--- config.mk ---
export PLATFORM = sky130hd
export DESIGN_NAME = bsg_mem_1r1w_sync_init_bypass
export DESIGN_NICKNAME = d
export VERILOG_FILES = /design/src/rtl/bsg_mem_pkg.sv /design/src/rtl/bsg_mem_1r1w_sync_mask_write_bit_synth.sv /design/src/rtl/bsg_mem_1r1w_sync_init_bypass.sv
export SDC_FILE = /design/constraint.sdc
export NUM_CORES = 1
export LEC_CHECK = 0
export BUFFER_PORTS_ARGS = -buffer_cell sky130_fd_sc_hd__buf_2
export CAP_MARGIN = 20
export CORE_MARGIN = 3
export CORE_UTILIZATION = 35
export CTS_CLUSTER_DIAMETER = 200
export DETAILED_ROUTE_END_ITERATION = 7
export GPL_TIMING_DRIVEN = 0
export PLACE_DENSITY = 0.5
export SYNTH_ARGS = -nofsm -noshare
export SYNTH_HDL_FRONTEND = slang
export SYNTH_SLANG_ARGS = --single-unit
--- constraint.sdc ---
create_clock -name clk_i -period 5.4 [get_ports clk_i]
set_input_delay 0 -clock clk_i [delete_from_list [all_inputs] [get_ports clk_i]]
set_output_delay 0 -clock clk_i [all_outputs]
set_load 0.02 [all_outputs]
--- src/rtl/bsg_mem_pkg.sv ---
// Shared types for the 1r1w synchronous memory family.
package bsg_mem_pkg;

   typedef enum logic {read_old = 1'b0, write_first = 1'b1} rw_mode_e;

   typedef enum logic {INIT = 1'b0, READY = 1'b1} state_e;

   function automatic int safe_clog2(input int x);
      return (x <= 1) ? 1 : $clog2(x);
   endfunction

endpackage

--- src/rtl/bsg_mem_1r1w_sync_mask_write_bit_synth.sv ---
// Storage array: bit-masked synchronous write, registered read that holds when idle.
module bsg_mem_1r1w_sync_mask_write_bit_synth
   import bsg_mem_pkg::*;
#(
   parameter int width_p       = 32,
   parameter int els_p         = 16,
   parameter int addr_width_lp = safe_clog2(els_p)
)(
   input  logic                     clk_i,
   input  logic                     reset_i,
   input  logic                     w_v_i,
   input  logic [addr_width_lp-1:0] w_addr_i,
   input  logic [width_p-1:0]       w_data_i,
   input  logic [width_p-1:0]       w_mask_i,
   input  logic                     r_v_i,
   input  logic [addr_width_lp-1:0] r_addr_i,
   output logic [width_p-1:0]       r_data_o
);

   logic [width_p-1:0] r_mem [els_p];
   logic [width_p-1:0] r_rdata;

   always_ff @(posedge clk_i) begin
      if (w_v_i)
         r_mem[w_addr_i] <= (r_mem[w_addr_i] & ~w_mask_i) | (w_data_i & w_mask_i);
   end

   // Read samples the array before this edge's write lands, so it always sees the old word.
   always_ff @(posedge clk_i) begin
      if (reset_i)
         r_rdata <= '0;
      else if (r_v_i)
         r_rdata <= r_mem[r_addr_i];
   end

   assign r_data_o = r_rdata;

endmodule

--- src/rtl/bsg_mem_1r1w_sync_init_bypass.sv ---
// 1r1w synchronous memory with post-reset zero fill, lane write mask and
// optional write-first forwarding on same-address read/write.
module bsg_mem_1r1w_sync_init_bypass
   import bsg_mem_pkg::*;
#(
   parameter int width_p       = 32,
   parameter int els_p         = 16,
   parameter int mask_width_p  = 4,
   parameter int rw_mode_p     = 1,
   parameter int init_p        = 1,
   parameter int addr_width_lp = safe_clog2(els_p)
)(
   input  logic                     clk_i,
   input  logic                     reset_i,
   input  logic                     w_v_i,
   input  logic [addr_width_lp-1:0] w_addr_i,
   input  logic [width_p-1:0]       w_data_i,
   input  logic [mask_width_p-1:0]  w_mask_i,
   input  logic                     r_v_i,
   input  logic [addr_width_lp-1:0] r_addr_i,
   output logic [width_p-1:0]       r_data_o,
   output logic                     init_done_o,
   output logic                     collision_o
);

   localparam int                       lane_w_lp = width_p / mask_width_p;
   localparam logic [addr_width_lp:0]   els_lp    = (addr_width_lp+1)'(els_p);
   localparam logic [addr_width_lp-1:0] last_lp   = addr_width_lp'(els_p - 1);

   state_e                   r_state;
   logic [addr_width_lp-1:0] r_init_cnt;
   logic                     r_fwd, r_zero, r_coll;
   logic [width_p-1:0]       r_fdata, r_fmask;

   logic                     w_ready, w_w_in, w_r_in, w_same;
   logic                     w_mem_wv, w_mem_rv;
   logic [addr_width_lp-1:0] w_mem_waddr;
   logic [width_p-1:0]       w_lane_bits, w_mem_wdata, w_mem_wmask, w_mem_rdata;

   assign w_ready = (r_state == READY);
   assign w_w_in  = {1'b0, w_addr_i} < els_lp;
   assign w_r_in  = {1'b0, r_addr_i} < els_lp;
   assign w_same  = (w_addr_i == r_addr_i);

   genvar k;
   generate
      for (k = 0; k < mask_width_p; k++) begin : g_lane
         assign w_lane_bits[k*lane_w_lp +: lane_w_lp] = {lane_w_lp{w_mask_i[k]}};
      end
   endgenerate

   // While filling, the write port is owned by the init counter.
   assign w_mem_wv    = ~reset_i & (~w_ready | (w_v_i & w_w_in));
   assign w_mem_waddr = w_ready ? w_addr_i    : r_init_cnt;
   assign w_mem_wdata = w_ready ? w_data_i    : '0;
   assign w_mem_wmask = w_ready ? w_lane_bits : '1;
   assign w_mem_rv    = ~reset_i & w_ready & r_v_i & w_r_in;

   bsg_mem_1r1w_sync_mask_write_bit_synth #(
      .width_p       (width_p),
      .els_p         (els_p),
      .addr_width_lp (addr_width_lp)
   ) mem (
      .clk_i    (clk_i),
      .reset_i  (reset_i),
      .w_v_i    (w_mem_wv),
      .w_addr_i (w_mem_waddr),
      .w_data_i (w_mem_wdata),
      .w_mask_i (w_mem_wmask),
      .r_v_i    (w_mem_rv),
      .r_addr_i (r_addr_i),
      .r_data_o (w_mem_rdata)
   );

   always_ff @(posedge clk_i) begin
      if (reset_i) begin
         r_state    <= (init_p != 0) ? INIT : READY;
         r_init_cnt <= '0;
         r_fwd      <= 1'b0;
         r_zero     <= 1'b0;
         r_coll     <= 1'b0;
         r_fdata    <= '0;
         r_fmask    <= '0;
      end else begin
         r_coll <= w_ready & w_v_i & r_v_i & w_same;
         if (!w_ready) begin
            r_init_cnt <= r_init_cnt + 1'b1;
            if (r_init_cnt == last_lp)
               r_state <= READY;
         end else if (r_v_i) begin
            // Forward state is captured only on accepted reads so r_data_o holds between reads.
            r_zero  <= ~w_r_in;
            r_fwd   <= (rw_mode_p == int'(write_first)) & w_v_i & w_w_in & w_same;
            r_fdata <= w_data_i;
            r_fmask <= w_lane_bits;
         end
      end
   end

   assign r_data_o    = r_zero ? '0
                      : r_fwd  ? ((w_mem_rdata & ~r_fmask) | (r_fdata & r_fmask))
                      : w_mem_rdata;
   assign init_done_o = w_ready;
   assign collision_o = r_coll;

`ifndef SYNTHESIS
   always_ff @(posedge clk_i) begin
      if (!reset_i && w_ready) begin
         if (w_v_i && !w_w_in) $error("bsg_mem: write address %0d out of range", w_addr_i);
         if (r_v_i && !w_r_in) $error("bsg_mem: read address %0d out of range", r_addr_i);
      end
   end
`endif

endmodule

# Word level (Yosys, flattened, before mapping)

Memories as Yosys holds them, arrays and structs flattened. A register that Yosys moved wholly into a read port is not among the register bits.
Index checks and enable logic that the tools add are counted.
W data, S select, Z words.

Add/subtract/negate cells: 1
$mul: 0
Div/mod/pow operators: 0
Magnitude comparators: 0
Eq/ne operators: 2
Shift-type cells: 0
Muxes and demuxes: 8
Bitwise logic cells: 18
Reduce and logical (&&, ||, !) cells: 1

Operators with widths:

| kind                  | count |
|---|---|
| $and A32 B32 Y32      | 4 |
| $mux W32              | 3 |
| $not A32 Y32          | 2 |
| $or A32 B32 Y32       | 2 |
| $and A1 B1 Y1         | 7 |
| $add A4 B1 Y4 const B | 1 |
| $eq A4 B4 Y1          | 1 |
| $eq A4 B4 Y1 const B  | 1 |
| $mux W1               | 4 |
| $mux W4               | 1 |
| $not A1 Y1            | 2 |
| $reduce_and A2 Y1     | 1 |
| $or A1 B1 Y1          | 1 |

Register bits: 64
Bits in latches: 0
RAM bits: 512
Memory bits (read-only): 0
Input bits: 48
Word-level logic and storage cells: 37
Memories kept: 1

Memory list:

| name      | words | width | rd ports | clocked after memory_dff | wr ports | line                                         | text |
|---|---|---|---|---|---|---|---|
| mem.r_mem | 16    | 32    | 2        | 1                        | 1        | bsg_mem_1r1w_sync_mask_write_bit_synth.sv:20 | `logic [width_p-1:0] r_mem [els_p];` |

# Longest topological paths before layout

Depth after elaboration: 5
Mapped depth: 9
Mapped depth without buffers: 5

# By module

Synthesis repeated with hierarchy kept, for this count alone.

Cell total of the unflattened synthesis: 1937
Area total of the unflattened synthesis: 27341.2 µm²

Modules (own cells, without submodules):

| module                                 | instances | cells each | area each (µm²) | seq. area each (µm²) |
|---|---|---|---|---|
| bsg_mem_1r1w_sync_mask_write_bit_synth | 1         | 1734       | 25214.2         | 16015.4 |
| bsg_mem_1r1w_sync_init_bypass          | 1         | 203        | 2127.0          | 860.8 |

# Least setup slack after synthesis

OpenSTA, ideal clock, no wires.

Kind: register to register
Start: register r_state (netlist: init_done_o)
End: memory mem.r_mem[10][0], enable pin
Arrival time: 4.033 ns
Required time: 4.932 ns
Setup slack: 0.900 ns
Stages on the path, launching flop included: 7
Path buffers: 3
Path through: dfxtp_1 -> buf_2 -> buf_2 -> nand2_1 -> o32ai_1 -> clkbuf_1 -> nor3b_1

Cells in the longest elaborated chain, start to end: 5

Ends and longest elaborated chain:

| element                       | line                                         | text |
|---|---|---|
| start, declared               | bsg_mem_1r1w_sync_init_bypass.sv:30          | `state_e r_state;` |
| start signal, assigned        | bsg_mem_1r1w_sync_init_bypass.sv:77          | `r_state <= (init_p != 0) ? INIT : READY;` |
| $not A1 Y1                    | bsg_mem_1r1w_sync_init_bypass.sv:53          | `assign w_mem_wv = ~reset_i & (~w_ready \| (w_v_i & w_w_in));` |
| $or A1 B1 Y1                  | bsg_mem_1r1w_sync_init_bypass.sv:53          |  |
| $and A1 B1 Y1                 | bsg_mem_1r1w_sync_init_bypass.sv:53          |  |
| $mux W1                       | bsg_mem_1r1w_sync_mask_write_bit_synth.sv:24 | `if (w_v_i)` |
| $mux W1 (not written as such) | bsg_mem_1r1w_sync_mask_write_bit_synth.sv:25 | `r_mem[w_addr_i] <= (r_mem[w_addr_i] & ~w_mask_i) \| (w_data_i & w_mask_i);` |
| end, declared                 | bsg_mem_1r1w_sync_mask_write_bit_synth.sv:20 |  |

Several ways; a longest one is shown, not always the timed one.

# Worst setup path after layout

Start: register r_state (netlist: init_done_o)
End: memory mem.r_mem[2][1], enable pin

The elaborated chain is that of the path after synthesis.

==> qor.txt <==
Worst hold path class -> input port to register
Final Instance Area -> 33,330 um2
Min-Delay Path Depth -> 3
Yosys Warn Count -> 0
I/O pin count -> 82
DRC -> 0
Die width -> 287.5 um
Pin count of the biggest net entering global routing -> 17
Pwr dens -> 321.9 nW/um2
Routed WL -> 112,200 um
Final setup violation count -> 0
CTS buffer count -> 66
Skew final -> 17.43 ps
Xor and xnor fraction of the mapped netlist area -> 0.002211
Clock transition at the registers of the reported paths -> 60 ps
Relative slew slack -> 0.1517
Most common cell after layout, fill and taps aside -> edfxtp_1
Initial Utilization -> 0.3556
Static Leakage -> 10.64 nW
Global router's overall resource usage -> 0.2666
Initial DRC count -> 2,912
Core Box Area -> 77,980 um2
Reg2reg setup slack -> 1030 ps
Routed vias -> 20,950
Worst setup path class -> register to register
DPL Wire Length -> 80,680 um
Min cycle time layout -> 4369 ps
Count of unique library cells instantiated by Yosys -> 43
Tot Pwr -> 10.73 mW
Hold slack -> 111.9 ps
First-pass DRT Iterations -> 8
Status -> completed
Placed cell areas -> 30,530 um2
Synth Instances -> 1,944
FF+latch count, synth -> 587
Num rows -> 102
Post-cts resize count -> 0
Clk_lat worst skew -> 610 ps
Antenna violations before repair -> 2
CTS root buf -> clkbuf_16
Register area share after synthesis -> 0.6087
Max Cap Violations -> 0
Nets -> 2,279
Vias/cell -> 6.310
DRT antenna net count -> 0
CP required -> 5710 ps
Tightest Pin Transition -> 1272 ps
Max FO, Critical Path -> 10
Storage element area -> 16,880 um2
Grt total ovfl -> 0
Die ar. -> 82,630 um2
Most frequent cells in the layout -> 512 x edfxtp_1, 290 x o21a_1, 160 x mux4_2, 152 x clkbuf_1
Ant diodes -> 0
Synth Area in Compound Gates -> 0.1765
Max-slew violations -> 0
Syn nets -> 1,993
Simple-gate area share of the yosys netlist -> 0.04061
Post-Synth Adder-Cell Area -> 0.0004513
WL/cell -> 33.77 um
Area growth from synthesis to layout -> 20.21%
PortBufs -> 74
Maximum vdd ir drop -> 0.0001957 V
Share of post-route cells with drive strength above 1 -> 0.2236
Fin crit share -> 0.8090
First-pass GRT wire length -> 155,200 um
Clock buffer depth -> 3
Fraction of synthesized area in multiplexers -> 0.1440
RSZ-0062 raised after global routing -> false
H-Tree Level Count -> 3
Non-filler cells, final -> 3,321
Startpoint Class -> register
Clock Sink Count -> 587
# fillers -> 7,034
DIE HEIGHT -> 287.5 um
Hold Fails Final Rpt -> 0
Mapped Avg Cell Area -> 14.26 um2
Routability congestion estimate -> 0.8823
Mapped Area -> 27,730 um2
Fmax -> 228.9 MHz
Reg2Reg Depth -> 9
Multi-input logic area -> 10,180 um2
Vias in the first global route -> 20,720
Largest family of logic cells by synthesized area -> compound AO/OA/AOI/OAI gates
CTS tree -> done
Worst EP arrival -> 4680 ps
Placed insts -> 3,146
CP endpoint kind -> register
==> critical path: stages (launching register included) <==
cell	delay, ps
dfxtp_1	510
and3b_1	210
clkbuf_1	270
clkbuf_1	620
clkbuf_1	780
nor2_1	320
nor3_2	730
buf_6	260
buf_6	190
buf_6	170
==> report_power, final <==
group | leakage (nW) | total (mW) | switching (mW) | internal, mW
combinational | 4.32 | 1.05 | 0.662 | 0.384
sequential | 5.20 | 4.95 | 0.0251 | 4.92
clock | 1.11 | 4.74 | 1.87 | 2.87
==> logic make-up after synthesis <==
logic type               count (synthesis)
XOR/XNOR                                 7
buffers and inverters                  194
flip-flops                             587
adder cells (fa/ha/maj)                  1
AO/OA/AOI/OAI                          716
AND/OR/NAND/NOR                        244
multiplexers                           195
==> synthesized netlist by cell type (all sizes together) <==
cell | number | area share
nor4 | 1 | 0.00023
and3b | 3 | 0.00095
a41oi | 1 | 0.00032
nor2b | 2 | 0.00045
a21oi | 87 | 0.016
o21a | 290 | 0.079
a31oi | 17 | 0.0038
and3 | 1 | 0.00023
nand2b | 1 | 0.00023
a2111o | 1 | 0.00041
nor2 | 15 | 0.0020
a22o | 50 | 0.016
inv | 8 | 0.0011
a22oi | 1 | 0.00027
o41ai | 59 | 0.019
o31ai | 1 | 0.00027
mux2 | 32 | 0.013
dfxtp | 75 | 0.054
a31o | 1 | 0.00032
a2111oi | 16 | 0.0051
nor3 | 13 | 0.0023
nand2 | 144 | 0.019
ha | 1 | 0.00045
mux2i | 3 | 0.0011
buf | 44 | 0.0072
and2 | 1 | 0.00023
edfxtp | 512 | 0.55
nand4 | 50 | 0.011
xor2 | 4 | 0.0013
nor3b | 7 | 0.0019
a2bb2oi | 16 | 0.0051
or2 | 4 | 0.00090
o21ai | 172 | 0.031
xnor2 | 3 | 0.00095
o32ai | 3 | 0.00095
nand3 | 2 | 0.00036
clkbuf | 142 | 0.019
o32a | 1 | 0.00036
mux4 | 160 | 0.13
==> state kept, by name, summed over array words and instances (netlist names) <==
name and count:
collision_o 1, mem.r_data_o 32, r_init_cnt 4, r_fmask 4
init_done_o 1, r_fwd 1, mem.r_mem 512, r_fdata 32
==> per-stage QoR <==
| stage | utilization | TNS [ps] | setup WS, ps |
|---|---|---|---|
| 2_1_floorplan | - | 0 | 899.6 |
| 3_3_place_gp | 0.3770 | -1728820 | -4509 |
| 3_5_place_dp | 0.3915 | 0 | 994.8 |
| 4_1_cts | 0.4259 | 0 | 979.4 |
| 5_1_grt | 0.4274 | 0 | 1034 |
| 6_report | 0.4274 | 0 | 1031 |
==> routing by layer <==
layer / track usage / vias to the layer above / share of wire
met2: 0.4119 / 1412 / 0.45
met1: 0.3453 / 10750 / 0.38
met4: 0.1320 / 2 / 0.049
met3: 0.07395 / 319 / 0.12
met5: 0 / - / 0.000098
li1: - / 8467 / -
==> what timing repair did <==
action,4_1_cts,5_1_grt
hold buffers,42,0
buffers inserted,0,0
endpoints found under the hold margin,50,0
setup endpoints to repair,0,0
==> final cells by class <==
type                            instances  area share
Tap cell                             1040     0.03904
Multi-Input combinational cell       1163      0.3053
Clock inverter                         31     0.01044
Timing Repair Buffer                  218     0.05867
Sequential cell                       587      0.5063
Buffer                                186     0.02200
Inverter                                8   0.0009009
Clock buffer                           88     0.05732
==> final timing paths <==
path               startpoint                to
max               init_done_o   mem.r_mem[2][1]
max reg2reg       init_done_o   mem.r_mem[2][1]
min reg2reg  mem.r_data_o[23]  mem.r_data_o[23]
min               w_mask_i[2]       r_fmask[23]
No activity file was read; power rests on OpenSTA's default activity.
